`config.mk`:
```
export PLATFORM = sky130hd
export DESIGN_NAME = ser_feed
export DESIGN_NICKNAME = d
export VERILOG_FILES = /design/src/rtl/ser_feed.sv
export SDC_FILE = /design/constraint.sdc
export NUM_CORES = 1
export LEC_CHECK = 0
export BUFFER_PORTS_ARGS = -buffer_cell sky130_fd_sc_hd__buf_2
export CAP_MARGIN = 5
export CORE_ASPECT_RATIO = 0.5
export CORE_MARGIN = 3
export CORE_UTILIZATION = 35
export CTS_CLUSTER_SIZE = 20
export DETAILED_ROUTE_END_ITERATION = 8
export SLEW_MARGIN = 40
export SYNTH_ARGS = -nofsm -noshare
export SYNTH_HDL_FRONTEND = slang
export SYNTH_SLANG_ARGS = --single-unit
```
`constraint.sdc`:
```
create_clock -name clk -period 2.55 [get_ports clk]
set_clock_uncertainty 0.1 [all_clocks]
set_input_delay 0.1275 -clock clk [delete_from_list [all_inputs] [get_ports clk]]
set_output_delay 0.1275 -clock clk [all_outputs]
set_load 0.02 [all_outputs]
```
`src/rtl/ser_feed.sv`:
```
// rtl/ser_feed.sv - buffered parallel-to-serial feeder (optional frame parity via SER_FEED_PARITY_EN)
module ser_feed #(
  parameter int WIDTH = 8,
  parameter int DEPTH = 4
) (
  input  logic                     clk,
  input  logic                     rst_n,
  input  logic [WIDTH-1:0]         datain,
  input  logic                     wr_en,
  output logic                     full,
  output logic                     empty,
  output logic [$clog2(DEPTH):0]   count,
  output logic                     dataout,
  output logic                     dout_vld,
  output logic                     ovf
);

  localparam int AW   = $clog2(DEPTH);
  localparam int CNTW = AW + 1;
`ifdef SER_FEED_PARITY_EN
  localparam int PAR_W = 1;
`else
  localparam int PAR_W = 0;
`endif
  localparam int SR_W = WIDTH + PAR_W;
  localparam int BCW  = $clog2(SR_W + 1);
  localparam logic [BCW-1:0]  LAST_BIT = BCW'(SR_W - 1);
  localparam logic [AW-1:0]   PTR_MAX  = AW'(DEPTH - 1);
  localparam logic [CNTW-1:0] CNT_FULL = CNTW'(DEPTH);

  typedef enum logic {IDLE = 1'b0, SHIFT = 1'b1} state_t;

  state_t            state_q, state_d;
  logic [AW-1:0]     wr_ptr_q, wr_ptr_d;
  logic [AW-1:0]     rd_ptr_q, rd_ptr_d;
  logic [CNTW-1:0]   count_q, count_d;
  logic              full_q, full_d;
  logic              empty_q, empty_d;
  logic              ovf_q, ovf_d;
  logic [SR_W-1:0]   shift_q, shift_d;
  logic [BCW-1:0]    bit_cnt_q, bit_cnt_d;
  logic [WIDTH-1:0]  mem [DEPTH];

  logic              push;
  logic              pop;
  logic [WIDTH-1:0]  head;
  logic [SR_W-1:0]   load_word;

  // Writes are accepted only against the registered full flag, so a same-edge pop never rescues a write.
  assign push = wr_en & ~full_q;
  assign head = mem[rd_ptr_q];

`ifdef SER_FEED_PARITY_EN
  assign load_word = {head, ^head};
`else
  assign load_word = head;
`endif

  // Buffer storage; contents are only meaningful once written, so no reset.
  always_ff @(posedge clk) begin
    if (push) begin
      mem[wr_ptr_q] <= datain;
    end
  end

  // State register for FSM, shifter, pointers and flags.
  always_ff @(posedge clk or negedge rst_n) begin
    if (!rst_n) begin
      state_q   <= IDLE;
      wr_ptr_q  <= '0;
      rd_ptr_q  <= '0;
      count_q   <= '0;
      full_q    <= 1'b0;
      empty_q   <= 1'b1;
      ovf_q     <= 1'b0;
      shift_q   <= '0;
      bit_cnt_q <= '0;
    end else begin
      state_q   <= state_d;
      wr_ptr_q  <= wr_ptr_d;
      rd_ptr_q  <= rd_ptr_d;
      count_q   <= count_d;
      full_q    <= full_d;
      empty_q   <= empty_d;
      ovf_q     <= ovf_d;
      shift_q   <= shift_d;
      bit_cnt_q <= bit_cnt_d;
    end
  end

  // Next-state logic: pop decision uses registered empty, so a word written into an empty buffer waits one edge.
  always_comb begin
    state_d   = state_q;
    shift_d   = shift_q;
    bit_cnt_d = bit_cnt_q;
    pop       = 1'b0;
    case (state_q)
      IDLE: begin
        if (!empty_q) begin
          pop       = 1'b1;
          shift_d   = load_word;
          bit_cnt_d = '0;
          state_d   = SHIFT;
        end
      end
      SHIFT: begin
        if (bit_cnt_q == LAST_BIT) begin
          if (!empty_q) begin
            pop       = 1'b1;
            shift_d   = load_word;
            bit_cnt_d = '0;
          end else begin
            shift_d   = '0;
            bit_cnt_d = '0;
            state_d   = IDLE;
          end
        end else begin
          shift_d   = shift_q << 1;
          bit_cnt_d = bit_cnt_q + 1'b1;
        end
      end
      default: begin
        state_d   = IDLE;
        shift_d   = '0;
        bit_cnt_d = '0;
      end
    endcase
  end

  // FIFO bookkeeping: pointers wrap at DEPTH-1, flags follow the post-edge occupancy.
  always_comb begin
    wr_ptr_d = wr_ptr_q;
    rd_ptr_d = rd_ptr_q;
    if (push) begin
      wr_ptr_d = (wr_ptr_q == PTR_MAX) ? '0 : wr_ptr_q + 1'b1;
    end
    if (pop) begin
      rd_ptr_d = (rd_ptr_q == PTR_MAX) ? '0 : rd_ptr_q + 1'b1;
    end
    count_d = count_q + CNTW'(push) - CNTW'(pop);
    full_d  = (count_d == CNT_FULL);
    empty_d = (count_d == '0);
    ovf_d   = ovf_q | (wr_en & full_q);
  end

  // Output logic: serial line is driven only while a frame is in flight.
  always_comb begin
    dataout  = 1'b0;
    dout_vld = 1'b0;
    if (state_q == SHIFT) begin
      dataout  = shift_q[SR_W-1];
      dout_vld = 1'b1;
    end
  end

  assign full  = full_q;
  assign empty = empty_q;
  assign count = count_q;
  assign ovf   = ovf_q;

endmodule

```
==> results.py, run 1 <==
metrics = {
    "worst_setup_path": {
        "worstSetupStartpointType": "register",
        "required_ns": 2.67,
        "r2r-start": "bit_cnt_q[1]$_DFFE_PN0P_",
        "crit_start": "bit_cnt_q[1]$_DFFE_PN0P_",
        "path_max_fanout": 4,
        "critical_path_class": "reg2reg",
        "crit_arrival_ns": 2.59,
        "cp-end-kind": "register",
    },
    "sta": {
        "rsz0062_at_grt": "true",
        "min_period_over_period_pct": 97.0,
        "hold_viol_final": 0,
        "fmax_mhz": 404,
        "max_slew_margin_pct": 51.8,
        "slew_violations": 0,
        "tightest_slew_ns": 0.721,
        "setup_viol": 0,
        "timing.hold.ws_ns": 0.261,
        "period_needed_ns": 2.47,
    },
    "global_routing": {
        "antenna_found_initial": 0,
        "grt_max_degree": 24,
        "grt_pass1_vias": 1211,
        "grt_util_met2_pct": 17.9,
        "use_met1_pct": 15.1,
        "track_usage_pct": 11.5,
        "busiest_layer": "met2",
        "grt_pass1_wl_um": 6430,
        "overflow": 0,
        "grtUsageMet3_pct": 3.35,
    },
    "outcome": {
        "outcome": "complete, no violations",
    },
    "logic_synthesis": {
        "async_flop_share_pct": 41.8,
        "synth_compound_area_share_pct": 5.80,
        "synth_mux_area_share_pct": 9.65,
        "synth_top_family_by_area": "multiplexers",
        "syn_area_per_cell_um2": 16.5,
        "syn-instance-count": 136,
        "syn_nets": 156,
        "synth_cell_types": 30,
        "synth.most_common_cell": "edfxtp_1",
        "synthFlopType": "edfxtp_1",
        "netlist_area_um2": 2240,
        "synth-seq-cells": 55,
        "yosysWarnings": 0,
        "synth.top_cells.by_count": "32 x edfxtp_1, 22 x dfrtp_1, 13 x and2_1",
        "synth_edf_count": 32,
        "yosys.area.top_type": "edfxtp_1",
        "seq_area_frac_synth_pct": 68.6,
        "synth_adder_area_share_pct": 5.36,
        "yosys.area_share.xor_xnor_pct": 0.781,
        "synth_area_leaders": "edfxtp_1 43%, dfrtp_1 25%, mux4_2 7.0%",
        "synthSimpleGateAreaFrac_pct": 7.20,
        "synth_top_cell_area_share_pct": 42.9,
    },
    "floorplanning": {
        "die-area_um2": 7460,
        "die_w_um": 119,
        "io_pins": 19,
        "start_util_pct": 38.5,
        "rows": 19,
        "die_h_um": 62.6,
        "fp.coreArea_um2": 5820,
    },
    "route": {
        "wl_per_cell_um": 15.2,
        "drt_first_iter_violations": 116,
        "dr.pass1.iters": 4,
        "vias_per_cell": 4.66,
        "final_antenna_net_count": 0,
        "wirelength_um": 3880,
        "vias": 1188,
        "route.detailed.drc": 0,
    },
    "cts": {
        "htreeDepth": 2,
        "insertion_delay_ns": 0.29,
        "cts.sinks": 55,
        "cts_tree": "yes",
        "clk_path_buf_depth": 2,
        "path_clk_slew_ns": 0.08,
        "cts-buffers-inserted": 5,
        "cts_root_buffer": "clkbuf_16",
    },
    "pwr": {
        "p_per_area_nw_per_um2": 1120,
        "finalPower_w": 0.00307,
        "irDropWorstVdd_mv": 0.377,
        "leakagePower_nw": 1.08,
    },
    "placed_design": {
        "port_buffers": 18,
        "place_hpwl_um": 2510,
        "gp_congestion": 0.699,
    },
    "run": {
        "maxCapViolations": 0,
    },
    "layout": {
        "area_growth_pct": 22.3,
        "drive_gt1_share_pct": 29.8,
        "antenna_cells": 0,
        "fillers": 516,
        "nNetsFinal": 190,
        "fin_util_pct": 47.1,
    },
    "hold_path": {
        "hp-class": "in2async",
    },
}
-- worst paths after layout --
path / to / slack, ns / depth (start not counted)
worst max register to register: full$_DFF_PN0_ / 0.08 / 11
min in group clk: state_q$_DFF_PN0_ / 0.37 / 1
worst max-delay path: full$_DFF_PN0_ / 0.08 / 11
worst min register to register: state_q$_DFF_PN0_ / 0.37 / 1
max in group asynchronous: empty$_DFF_PN1_ / 1.72 / 2
worst min-delay path: wr_ptr_q[0]$_DFFE_PN0P_ / 0.26 / 2
-- cells in the final DEF (no fill, tap or decap), types with 2 or more instances in the layout --
master         count
xnor2_2            2
dfrtp_1           22
nor2_1             2
inv_1              5
nand2_1            6
buf_4              6
and2_1            13
dlygate4sd3_1     10
mux2_2             2
clkbuf_16          5
ha_2               2
o21ai_0            5
buf_2             18
a221o_1            7
a22o_1             2
edfxtp_1          32
nor2b_1            3
mux4_2             7
ha_1               6
-- critical path: stages (launching register included) --
cell      delay, ns
dfrtp_1        0.40
ha_2           0.21
nand3b_1       0.12
a21oi_2        0.17
ha_1           0.24
inv_1          0.06
ha_2           0.16
inv_2          0.04
fa_2           0.36
xnor2_2        0.16
xnor2_2        0.20
nor3b_2        0.19
-- layout make-up --
type	instances	area [µm²]	area share (%)
multi-input cells	68	682	24.9
clock inverters	3	33.8	1.23
well taps	84	105	3.83
repair buffers	34	235	8.58
flip-flops and latches	55	1540	56.1
clock buffers	5	125	4.56
inverters	6	22.5	0.822
-- what timing repair did --
action / CTS / global route
cloned: 0 / 0
setup buffers: 0 / 3
gates resized for setup: 1 / 8
hold buffers: 10 / 0
pin swaps: 0 / 6
endpoints found under the hold margin: 55 / 0
setup endpoints to repair: 1 / 2
-- flip-flops by register name, indices dropped and copies added (netlist names) --
| name | flops |
|---|---|
| full | 1 |
| empty | 1 |
| mem | 32 |
| shift_q | 8 |
| count | 3 |
| state_q | 1 |
| wr_ptr_q | 2 |
| bit_cnt_q | 4 |
| rd_ptr_q | 2 |
| ovf | 1 |
-- per-stage QoR --
stage | area, µm² | setup TNS (ns) | setup WS [ns] | cells
5_1_grt | 2740 | -0.0875 | -0.0617 | 255
4_1_cts | 2690 | 0 | 0.0203 | 252
6_report | 2740 | 0 | 0.0774 | 255
3_3_place_gp | 2420 | 0 | 0.123 | 234
3_5_place_dp | 2420 | -0.0343 | -0.0343 | 234
2_1_floorplan | 2240 | 0 | 0.0155 | 136
-- layer usage --
metal  part of all wire (%)  wire length [µm]
met5                      0                 0
met4                    1.5                57
met3                    3.4               133
met2                     46              1790
met1                     49              1900
-- logic make-up (layout without fill, tap and decap cells) --
kind of cell             Yosys count  count (layout)
AND/OR/NAND/NOR                   29              29
XOR/XNOR                           2               2
adder cells (fa/ha/maj)            9               9
buffers and inverters             13              48
multiplexers                      11              11
AO/OA/AOI/OAI                     17              17
flip-flops                        55              55
-- power breakdown --
part | internal, W | switching, W
clock | 0.000378 | 0.000328
sequential | 0.00120 | 0.000197
combinational | 0.000518 | 0.000452
total | 0.00210 | 0.000978
(Power assumes the default switching activity.)
==> run 2, diff against run 1 <==
Settings changed: ABC_AREA set to 1.
==> run 2 against run 1 <==
Worst hold slack got worse by 0.0087 ns. Sequential power is essentially flat. Routed wire length grew 22%. Via count up 46%. Final cell count increased by 55%. Global-route usage increased by 0.62 points. Synthesized cell count grew 93%.
==> results.py, run 2 <==
metrics = {
    "cts": {
        "cts_tree": "yes",
        "clk_path_buf_depth": 2,
        "cts.sinks": 55,
        "cts-buffers-inserted": 5,
        "insertion_delay_ns": 0.28,
        "cts_root_buffer": "clkbuf_16",
        "path_clk_slew_ns": 0.07,
        "htreeDepth": 2,
    },
    "layout": {
        "area_growth_pct": 19.6,
        "antenna_cells": 0,
        "final_common_cell": "nand2_1",
        "seqCellArea_um2": 1540,
        "largest_reg_flops": 32,
        "multi_input_area_um2": 716,
        "fin_area_um2": 2990,
        "largestRegisters": "mem (32), shift_q (8), bit_cnt_q (4)",
        "largest-register": "mem",
        "layout_common_cells": "74 x nand2_1, 58 x inv_1, 32 x edfxtp_1, 22 x dfrtp_1, 19 x nand3_1",
        "drive_gt1_share_pct": 15.2,
        "fin_util_pct": 44.0,
        "nNetsFinal": 321,
        "fillers": 647,
    },
    "global_routing": {
        "grt_max_degree": 24,
        "track_usage_pct": 12.1,
        "overflow": 0,
        "grt_pass1_vias": 1696,
        "antenna_found_initial": 0,
        "grt_pass1_wl_um": 7990,
    },
    "logic_synthesis": {
        "syn_nets": 282,
        "synthFlopType": "edfxtp_1",
        "synth_cell_types": 22,
        "synth_top_cell_area_share_pct": 38.4,
        "synth_area_leaders": "edfxtp_1 38%, dfrtp_1 22%, nand2_1 11%",
        "seq_area_frac_synth_pct": 61.4,
        "synth_edf_count": 32,
        "synth.top_cells.by_count": "74 x nand2_1, 58 x inv_1, 32 x edfxtp_1",
        "syn_area_per_cell_um2": 9.55,
        "async_flop_share_pct": 41.8,
        "netlist_area_um2": 2500,
        "yosysWarnings": 0,
        "synth-seq-cells": 55,
        "yosys.area.top_type": "edfxtp_1",
        "synth.most_common_cell": "nand2_1",
        "syn-instance-count": 262,
    },
    "placed_design": {
        "dpl-instance-area_um2": 2730,
        "place_hpwl_um": 3210,
        "pre_cts_ws_ns": -0.107,
        "gp_congestion": 0.761,
        "port_buffers": 18,
    },
    "worst_setup_path": {
        "required_ns": 2.67,
        "cp_cell_sequence": "ha_2 > nand2_2 > nand2_2 > nand2_4 > nor2_4 > ha_1 > inv_1 > ha_1 > inv_1 > fa_1 > inv_1 > or2_4 > a21oi_2",
        "worstSetupStartpointType": "register",
        "crit_arrival_ns": 2.49,
        "path_max_fanout": 2,
        "path_common_cell": "inv_1",
        "slowest_stage": "fa_1",
        "cp-end-kind": "register",
        "crit_start": "bit_cnt_q[1]$_DFFE_PN0P_",
        "ff2ff_setup_slack_ns": 0.18,
        "r2r-start": "bit_cnt_q[1]$_DFFE_PN0P_",
        "critical_path_class": "reg2reg",
        "slowest_delay_ns": 0.48,
    },
    "sta": {
        "slew_violations": 0,
        "hold_viol_final": 0,
        "rsz0062_at_grt": "false",
        "setup_slack_ns": 0.179,
        "tightest_slew_ns": 0.673,
        "max_slew_margin_pct": 55.1,
        "setup_viol": 0,
        "min_period_over_period_pct": 93.0,
        "period_needed_ns": 2.37,
        "fmax_mhz": 422,
    },
    "floorplanning": {
        "die_h_um": 65.8,
        "start_util_pct": 36.8,
        "io_pins": 19,
        "rows": 21,
        "fp.coreArea_um2": 6810,
        "die_w_um": 126,
        "die-area_um2": 8260,
    },
    "route": {
        "wirelength_um": 4750,
        "vias": 1734,
        "vias_per_cell": 4.40,
        "drt_first_iter_violations": 129,
        "wl_per_cell_um": 12.0,
        "route.detailed.drc": 0,
        "final_antenna_net_count": 0,
        "dr.pass1.iters": 4,
    },
    "pwr": {
        "irDropWorstVdd_mv": 0.397,
        "leakagePower_nw": 1.46,
        "finalPower_w": 0.00319,
        "p_per_area_nw_per_um2": 1070,
    },
    "run": {
        "maxCapViolations": 0,
    },
    "outcome": {
        "outcome": "complete, no violations",
    },
    "hold_path": {
        "hp-class": "in2async",
    },
}
[run 2: cell types whose count changed after synthesis, sizes merged, moves of 3 or more]
cell and delta:
a21oi +10, a221o -7, and2 -13, clkbuf -4
inv +53, mux4 -8, nand2 +74, nand3 +18
nor2 +14, nor2b -3
[run 2: cells by family after synthesis]
kind of cell	share of synthesized area (%)
compound gates	3.65
buf+inv	10.3
simple gates	19.8
fa+ha+maj	4.80
flops	61.5
[run 2: final cells by class]
cell class	instances	share of cell area (%)
clock buffer	6	4.31
clock inverter	2	0.543
inverter	59	7.40
multi-input combinational	143	23.9
sequential	55	51.4
tap	92	3.85
timing repair buffer	37	8.61
[run 2: repair_timing]
item                                   CTS  global route
hold buffers                            10             0
endpoints found under the hold margin   55             0
setup buffers                            1             1
setup endpoints to repair                2             2
pin swaps                                1             2
resized for setup                        0             2
[run 2: critical path: cells and delay by family, from the launching register on]
kind	cells	cell delay, ns
compound gates	1	0.11
fa+ha+maj	4	1.07
buf+inv	3	0.16
flops	1	0.38
simple gates	5	0.51
[run 2: routing by layer]
layer  track usage [%]  part of all wire, %
met4              2.97                 0.72
met2              19.8                   46
met5                 0                    0
met3              3.06                  4.4
met1              16.3                   49
[run 2: where the power goes]
group          switching [W]  total, W  internal [W]
clock               0.000306  0.000674      0.000368
combinational       0.000686   0.00113      0.000442
sequential          0.000188   0.00139       0.00120
[run 2: metrics by stage]
stage               TNS (ns)  instances  hold WS, ns
floorplan                  0        262       -0.268
global placement           0        374       0.0284
detailed placement    -0.151        374       0.0395
CTS                        0        393        0.268
global route               0        394        0.307
finish                     0        394        0.253
[run 2: final timing paths]
kind	endpoint	cells after the start
max in group asynchronous	empty$_DFF_PN1_	2
setup reg to reg	full$_DFF_PN0_	13
hold / removal	count[2]$_DFF_PN0_	2
min in group clk	ovf$_DFF_PN0_	1
hold reg to reg	ovf$_DFF_PN0_	1
setup / recovery	full$_DFF_PN0_	13
==> run 3, diff against run 2 <==
Settings changed: GPL_TIMING_DRIVEN set to 0.
Clock period 2.55 ns to 3 ns, I/O delays scaled along.
==> run 3 against run 2 <==
Global-route usage is essentially flat. Clock power down 3.1%. Maximum frequency shrank 13%. Non-clock buffer count fell by 4. First-iteration DRC count fell by 26%. Worst hold slack gained 0.018 ns. Via count decreased by 1.9%. Sequential power down 18%. Largest power group unchanged.
==> results.py, run 3 (synthesized netlist as in run 2, its figures left out) <==
metrics = {
    "route": {
        "wirelength_um": 4600,
        "drt_first_iter_violations": 95,
        "vias_per_cell": 4.36,
        "wl_per_cell_um": 11.8,
        "dr.pass1.iters": 4,
        "route.detailed.drc": 0,
        "final_antenna_net_count": 0,
        "vias": 1701,
    },
    "layout": {
        "largest_reg_flops": 32,
        "antenna_cells": 0,
        "largestRegisters": "mem (32), shift_q (8), bit_cnt_q (4)",
        "largest-register": "mem",
        "layout_common_cells": "74 x nand2_1, 58 x inv_1, 32 x edfxtp_1, 22 x dfrtp_1, 20 x buf_2",
        "area_growth_pct": 19.2,
        "final_common_cell": "nand2_1",
        "nNetsFinal": 317,
        "drive_gt1_share_pct": 14.4,
    },
    "worst_setup_path": {
        "critical_path_class": "reg2reg",
        "required_ns": 3.11,
        "worstSetupStartpointType": "register",
        "path_max_fanout": 10,
        "cp_cell_sequence": "ha_1 > nand2_2 > nand2_2 > nand2_4 > nor2_4 > buf_6 > ha_1 > inv_1 > ha_1 > inv_1 > fa_1 > inv_1 > or2_2 > a21oi_1",
        "crit_arrival_ns": 2.83,
        "cp-end-kind": "register",
        "slowest_delay_ns": 0.47,
        "slowest_stage": "fa_1",
    },
    "cts": {
        "insertion_delay_ns": 0.29,
        "cts.sinks": 55,
        "cts_tree": "yes",
        "clk_path_buf_depth": 2,
        "htreeDepth": 2,
        "cts_root_buffer": "clkbuf_16",
        "path_clk_slew_ns": 0.07,
        "cts-buffers-inserted": 5,
    },
    "global_routing": {
        "grt_max_degree": 24,
        "antenna_found_initial": 0,
        "grt_pass1_wl_um": 7920,
        "overflow": 0,
        "track_usage_pct": 12.1,
        "grt_pass1_vias": 1660,
    },
    "pwr": {
        "irDropWorstVdd_mv": 0.288,
        "p_per_area_nw_per_um2": 921,
        "finalPower_w": 0.00275,
        "leakagePower_nw": 1.45,
    },
    "placed_design": {
        "port_buffers": 18,
        "place_hpwl_um": 3190,
        "gp_congestion": 0.732,
    },
    "floorplanning": {
        "fp.coreArea_um2": 6810,
        "io_pins": 19,
        "die_h_um": 65.8,
        "rows": 21,
        "die_w_um": 126,
        "die-area_um2": 8260,
        "start_util_pct": 36.8,
    },
    "sta": {
        "setup_viol": 0,
        "hold_viol_final": 0,
        "timing.hold.ws_ns": 0.270,
        "min_period_over_period_pct": 90.7,
        "tns_ns": 0,
        "slew_violations": 0,
        "period_needed_ns": 2.72,
        "max_slew_margin_pct": 49.3,
        "tightest_slew_ns": 0.757,
        "rsz0062_at_grt": "false",
        "fmax_mhz": 367,
    },
    "hold_path": {
        "hp-class": "in2async",
    },
    "run": {
        "maxCapViolations": 0,
    },
    "outcome": {
        "outcome": "complete, no violations",
    },
}
-- run 3: changes by cell type in the layout (fill, tap and decap cells not counted), sizes merged --
cell,delta
bufinv,+1
buf,-4
clkinvlp,-1
-- run 3: path summary, 6_finish.rpt --
path	start	end	slack (ns)	depth (start not counted)
min in group clk	ovf$_DFF_PN0_	ovf$_DFF_PN0_	0.36	1
worst min-delay path	rst_n	count[2]$_DFF_PN0_	0.27	2
worst max-delay path	bit_cnt_q[0]$_DFFE_PN0P_	full$_DFF_PN0_	0.28	14
worst min register to register	ovf$_DFF_PN0_	ovf$_DFF_PN0_	0.36	1
worst max register to register	bit_cnt_q[0]$_DFFE_PN0P_	full$_DFF_PN0_	0.28	14
max in group asynchronous	rst_n	empty$_DFF_PN1_	2.17	2
-- run 3: layer usage --
metal | global-route usage, % | up-vias | share of wire [%]
met3 | 2.82 | 2 | 4.3
met1 | 16.1 | 792 | 49
li1 | - | 878 | -
met2 | 19.7 | 29 | 46
met4 | 4.46 | 0 | 0.67
met5 | 0 | - | 0
-- run 3: area by class of cell --
cell class | instances | area (µm²)
Fill cell | 646 | 3820
Sequential cell | 55 | 1540
Tap cell | 92 | 115
Clock buffer | 6 | 129
Buffer | 5 | 36.3
Inverter | 59 | 221
Clock inverter | 2 | 38.8
Timing Repair Buffer | 28 | 190
Multi-Input combinational cell | 143 | 714
-- run 3: where the power goes --
part | internal [W] | switching (W)
clock | 0.000397 | 0.000255
sequential | 0.00102 | 0.000119
combinational | 0.000339 | 0.000612
-- run 3: critical path, delay by kind of cell, from the launching register on --
| family | cells | cell delay (ns) |
|---|---|---|
| AO/OA/AOI/OAI | 1 | 0.13 |
| adder cells (fa/ha/maj) | 4 | 1.09 |
| buffers and inverters | 4 | 0.27 |
| flip-flops | 1 | 0.43 |
| AND/OR/NAND/NOR | 5 | 0.61 |
-- run 3: timing repair --
action,in CTS,in global routing
endpoints found under the setup margin,0,0
gates resized for setup,0,0
buffers inserted,0,0
endpoints found under the hold margin,55,0
hold buffers,10,0
-- run 3: metrics by stage --
step                worst slack (ns)  cell area, µm²  utilization [%]  cells
finish                         0.278            2980             43.8    390
global route                  0.0767            2980             43.8    390
CTS                            0.242            2980             43.8    390
detailed placement             0.279            2710             39.9    372
global placement               0.290            2710             39.8    372
floorplan                      0.441            2500                -    262
